[config.mk]
export PLATFORM = sky130hd
export DESIGN_NAME = keys_debouncer
export DESIGN_NICKNAME = d
export VERILOG_FILES = /design/src/rtl/keys_debouncer.sv
export SDC_FILE = /design/constraint.sdc
export NUM_CORES = 1
export LEC_CHECK = 0
export ABC_AREA = 1
export CAP_MARGIN = 20
export CORE_ASPECT_RATIO = 1.75
export CORE_UTILIZATION = 40
export DETAILED_ROUTE_END_ITERATION = 10
export MAX_ROUTING_LAYER = met4
export PLACE_DENSITY = 0.53
export SLEW_MARGIN = 20
export SYNTH_ARGS = -nofsm -noshare
export SYNTH_HDL_FRONTEND = slang
export SYNTH_SLANG_ARGS = --single-unit
[constraint.sdc]
create_clock -name clk_i -period 1.4 [get_ports clk_i]
set_input_delay 0.14 -clock clk_i [delete_from_list [all_inputs] [get_ports clk_i]]
set_output_delay 0.14 -clock clk_i [all_outputs]
set_load 0.005 [all_outputs]
[src/rtl/keys_debouncer.sv]
// -----------------------------------------------------------------------------
// keys_debouncer
//
// Per-key debouncer for the keyboard matrix front end. Each of NUM_KEYS raw,
// asynchronous switch levels passes through a 2-flop synchronizer and a
// stability counter. The clean level only moves to the synchronized level
// after it has differed from the current clean level for 2^CNT_WIDTH
// consecutive clock cycles. Any return to the clean level restarts the count,
// so bounce shorter than the window never reaches the output.
//
// Parameters:
//   NUM_KEYS  - number of independent key channels
//   CNT_WIDTH - counter width; stability window = 2^CNT_WIDTH clk_i cycles
//
// Ports:
//   clk_i    in   1         debounce clock (~128 kHz), rising-edge active
//   rst_n_i  in   1         asynchronous active-low reset
//   keys_i   in   NUM_KEYS  raw key levels, bit n = key n
//   keys_o   out  NUM_KEYS  debounced key levels, same polarity, registered
// -----------------------------------------------------------------------------
module keys_debouncer #(
    parameter int NUM_KEYS  = 61,
    parameter int CNT_WIDTH = 8
) (
    input  logic                clk_i,
    input  logic                rst_n_i,
    input  logic [NUM_KEYS-1:0] keys_i,
    output logic [NUM_KEYS-1:0] keys_o
);

    localparam logic [CNT_WIDTH-1:0] CNT_ZERO = {CNT_WIDTH{1'b0}};
    localparam logic [CNT_WIDTH-1:0] CNT_ONE  = {{(CNT_WIDTH-1){1'b0}}, 1'b1};
    // Terminal count: the last mismatching cycle before the output is allowed to move.
    localparam logic [CNT_WIDTH-1:0] CNT_MAX  = {CNT_WIDTH{1'b1}};

    logic [NUM_KEYS-1:0]                sync1_q;
    logic [NUM_KEYS-1:0]                sync2_q;
    logic [NUM_KEYS-1:0][CNT_WIDTH-1:0] cnt_q;
    logic [NUM_KEYS-1:0][CNT_WIDTH-1:0] cnt_d;
    logic [NUM_KEYS-1:0]                out_q;
    logic [NUM_KEYS-1:0]                out_d;

    // Two-stage synchronizer bringing the asynchronous key levels into clk_i.
    always_ff @(posedge clk_i or negedge rst_n_i) begin
        if (!rst_n_i) begin
            sync1_q <= {NUM_KEYS{1'b0}};
            sync2_q <= {NUM_KEYS{1'b0}};
        end else begin
            sync1_q <= keys_i;
            sync2_q <= sync1_q;
        end
    end

    // Per-channel stability counter and output update rule.
    always_comb begin
        cnt_d = cnt_q;
        out_d = out_q;
        for (int n = 0; n < NUM_KEYS; n++) begin
            if (sync2_q[n] == out_q[n]) begin
                // Level agrees with the clean output: any partial count is bounce.
                cnt_d[n] = CNT_ZERO;
                out_d[n] = out_q[n];
            end else if (cnt_q[n] != CNT_MAX) begin
                cnt_d[n] = cnt_q[n] + CNT_ONE;
                out_d[n] = out_q[n];
            end else begin
                // Mismatch has persisted for the full window: accept the new level.
                cnt_d[n] = CNT_ZERO;
                out_d[n] = sync2_q[n];
            end
        end
    end

    // Counter and clean-output state registers.
    always_ff @(posedge clk_i or negedge rst_n_i) begin
        if (!rst_n_i) begin
            cnt_q <= {(NUM_KEYS*CNT_WIDTH){1'b0}};
            out_q <= {NUM_KEYS{1'b0}};
        end else begin
            cnt_q <= cnt_d;
            out_q <= out_d;
        end
    end

    assign keys_o = out_q;

endmodule

==> flow_metrics.tcl <==
set metrics [dict create \
    outcome "finished, final reports clean" \
    ys_dominant_reg_cell "sky130_fd_sc_hd__dfrtp_1" \
    ys_async_sr_fraction_pct 100 \
    overall_global_routing_resource_usage_pct 15.7 \
    timing.reg2reg.worst_path_depth 6 \
    die_h_um 367 \
    slowest_stage "sky130_fd_sc_hd__dfrtp_1" \
    antenna_found_initial 1 \
    post_synth_main_area_contributors "sky130_fd_sc_hd__dfrtp_1 55%, sky130_fd_sc_hd__nand2_1 8.3%, sky130_fd_sc_hd__nor2_1 8.3%" \
    critical_path.cell_chain "clkdlybuf4s15_2" \
    grt_first_pass_wirelength_mm 98.9 \
    rsz0062_at_grt "false" \
    n_fill_cell 7093 \
    power-per-cell-area_mw_per_mm2 1120 \
    timing_max_transition_violations_final 0 \
    post_drt_wl_per_cell_um 11.7 \
    period_minus_slack_ps 1340 \
    clk_transition_reported_paths_ps 60 \
    tightest_slew_ps 525 \
    initial_core_util_pct 40.5 \
    worst_path_top_cell_family_by_delay "flip-flops" \
    hold_viol 0 \
    io_pins 124 \
    timing.hold.ws_ps 55.5 \
    rel_slew_slack_pct 64.9 \
    via_count 21200 \
    clock_tree.buffer_depth 3 \
    clock_h_tree_levels 3 \
    crit_end "keys_o[27]" \
    cp.required_ps 1260 \
    total_die_area_sq_mm 0.0773 \
    detailed_place_hpwl_mm 39.3 \
    hp-class "in2reg" \
    drtIter0Drc 830 \
    netlist_top_cells_count "671 x sky130_fd_sc_hd__dfrtp_1, 671 x sky130_fd_sc_hd__nand2_1, 671 x sky130_fd_sc_hd__nor2_1" \
    cts_num_sinks 671 \
    achievable-frequency_ghz 0.747 \
    yosysWarningCount 0 \
    placement.setup.worst_slack_ps 155 \
    route.final.wire_length_mm 55.2 \
    design.final.nets 3765 \
    proportion_of_layout_cells_with_a_drive_suffix_above_1_pct 18.9 \
    number_of_buffers_inserted_during_clock_tree_synthesis 68 \
    drc_errors_left 0 \
    number_of_enable_flip_flop_cells_after_synthesis 0 \
    synth_area_per_cell_sq_um 9.25 \
    vias_in_the_first_global_route 22100 \
    finalWorstSetupSlack_ps 61.5 \
    critPathArrivalTime_ps 1200 \
    min_period_over_period_pct 95.6 \
    synth_top_area_cell "sky130_fd_sc_hd__dfrtp_1" \
    r2r-end "cnt_q[413]$_DFF_PN0_" \
    drtPass1Iterations 5 \
    sort_of_element_at_the_end_of_the_critical_path "output port" \
    r2r_start "cnt_q[408]$_DFF_PN0_" \
    core_area_sq_mm 0.0752 \
    dieWidth_um 211 \
    critical_path_class "reg2out" \
    ys_ff_latch 671 \
    startpoint "keys_o[27]$_DFFE_PN0P_" \
    vdd_ir_drop_max_v 0.000974 \
    final_antenna_net_count 0 \
    critical_path.max_fanout 2 \
    power_leakage_uw 0.0169 \
    synthCells 3294 \
    worst-path-buf-inv 1 \
    yosysSeqAreaShare_pct 55.1 \
    final-setup-viol-count 0 \
    setup.reg_to_reg.worst_slack_ps 130 \
    worstSkewPairLatency_ps 620 \
    avgViaCountPerCell 4.51 \
    grt_max_degree 56 \
    globalRouteOverflowTotal 0 \
    cts_tree "built" \
    synth_top_area_share_pct 55.1 \
    synthDistinctLibCells 17 \
    syn-cell-area_sq_mm 0.0305 \
    critical_path_cell_count 1 \
    area_delta_synth_final_pct 19.8 \
    finalWeightedCongestion 0.779 \
    timing.max_cap.violations 0 \
    critical_path.max_stage_delay_ps 370 \
    critical_path.startpoint_type "register" \
    clock_root_buffer "sky130_fd_sc_hd__clkbuf_16" \
    placement.io_buffers 123 \
    fin_skew_ps 27.7 \
    synthesis.nets 3418 \
    row_count 133 \
]
[cell families after synthesis]
kind of cell               synth area share (%)
and+or+nand+nor                            29.1
DFF                                        55.1
buffers and inverters                      3.76
AOI/OAI and AO/OA                          4.51
xor gates and xnor gates                   5.01
adders and majority gates                  2.51
[worst min-delay path by stage]
| stage | startpoint | slack, ps | depth (start not counted) | end |
|---|---|---|---|---|
| detailed placement | rst_n_i | 60 | 1 | sync1_q[53]$_DFF_PN0_ |
| finish | keys_i[19] | 60 | 1 | sync1_q[19]$_DFF_PN0_ |
| global route | keys_i[19] | 20 | 1 | sync1_q[19]$_DFF_PN0_ |
| CTS | keys_i[20] | 0.9 | 1 | sync1_q[20]$_DFF_PN0_ |
| floorplan | rst_n_i | -160 | 0 | cnt_q[0]$_DFF_PN0_ |
| global placement | rst_n_i | 50 | 1 | sync1_q[53]$_DFF_PN0_ |
[metrics by stage]
step | total power [uW] | instance area, sq um | setup TNS, ps | util [%] | std cells
after floorplan | 21700 | 30500 | 0 | - | 3294
after global placement | 22700 | 33400 | 0 | 44.5 | 4463
after global routing | 42700 | 36500 | 0 | 48.5 | 4701
after CTS | 41700 | 36500 | -20.6 | 48.5 | 4697
after detailed placement | 22800 | 33400 | 0 | 44.5 | 4463
final | 40800 | 36500 | 0 | 48.5 | 4701
[what timing repair did]
action / in CTS / in global routing
buffers inserted: 57 / 3
hold endpoints to repair: 729 / 0
gates resized for setup: 231 / 4
hold buffers: 60 / 0
setup endpoints to repair: 61 / 7
[area by class of cell]
| type | instances | area [sq um] | share of cell area (%) |
|---|---|---|---|
| Sequential cell | 671 | 16800 | 46.0 |
| Multi-Input combinational cell | 2318 | 12500 | 34.3 |
| Timing Repair Buffer | 277 | 2520 | 6.90 |
| Clock buffer | 104 | 2090 | 5.72 |
| Tap cell | 1012 | 1270 | 3.47 |
| Inverter | 305 | 1140 | 3.14 |
| Clock inverter | 13 | 151 | 0.415 |
| Antenna cell | 1 | 2.50 | 0.00685 |
[routing by layer]
metal	global-route usage, %	wire length [um]	vias up
met5	-	0	-
met4	6.13	1370	0
met3	2.52	1760	85
met2	28.6	29500	193
met1	16.8	22600	10100
li1	-	-	10900
[layout by cell type, fill, tap and decap left out, types with 2 or more instances in the layout]
cell type,count
sky130_fd_sc_hd__ha_1,60
sky130_fd_sc_hd__inv_6,3
sky130_fd_sc_hd__o21bai_1,61
sky130_fd_sc_hd__dfrtp_1,663
sky130_fd_sc_hd__xor2_2,61
sky130_fd_sc_hd__nor2_2,61
sky130_fd_sc_hd__clkbuf_1,12
sky130_fd_sc_hd__buf_2,47
sky130_fd_sc_hd__clkbuf_16,69
sky130_fd_sc_hd__buf_6,2
sky130_fd_sc_hd__and2_1,51
sky130_fd_sc_hd__nand3_2,61
sky130_fd_sc_hd__a21oi_1,61
sky130_fd_sc_hd__and2_2,10
sky130_fd_sc_hd__inv_1,305
sky130_fd_sc_hd__nor2_1,671
sky130_fd_sc_hd__buf_12,17
sky130_fd_sc_hd__nand2_2,182
sky130_fd_sc_hd__o21ai_1,122
sky130_fd_sc_hd__clkinv_2,7
sky130_fd_sc_hd__nor2_4,61
sky130_fd_sc_hd__clkdlybuf4s50_1,61
sky130_fd_sc_hd__buf_4,77
sky130_fd_sc_hd__clkdlybuf4s15_1,10
sky130_fd_sc_hd__dlygate4sd3_1,60
sky130_fd_sc_hd__clkbuf_8,23
sky130_fd_sc_hd__nand2_1,671
sky130_fd_sc_hd__bufinv_16,3
sky130_fd_sc_hd__dfrtp_2,8
sky130_fd_sc_hd__xor2_1,61
sky130_fd_sc_hd__nand3_1,122
[registers in the layout, summed over array words and instances (netlist names)]
signal   count
cnt_q      488
keys_o      61
sync1_q     61
sync2_q     61
[report_power, final]
group / switching, uW / internal (uW)
logic: 1100 / 884
clock network: 7480 / 10800
registers: 533 / 20000
total: 9120 / 31700
No activity file was read; power rests on OpenSTA's default activity.
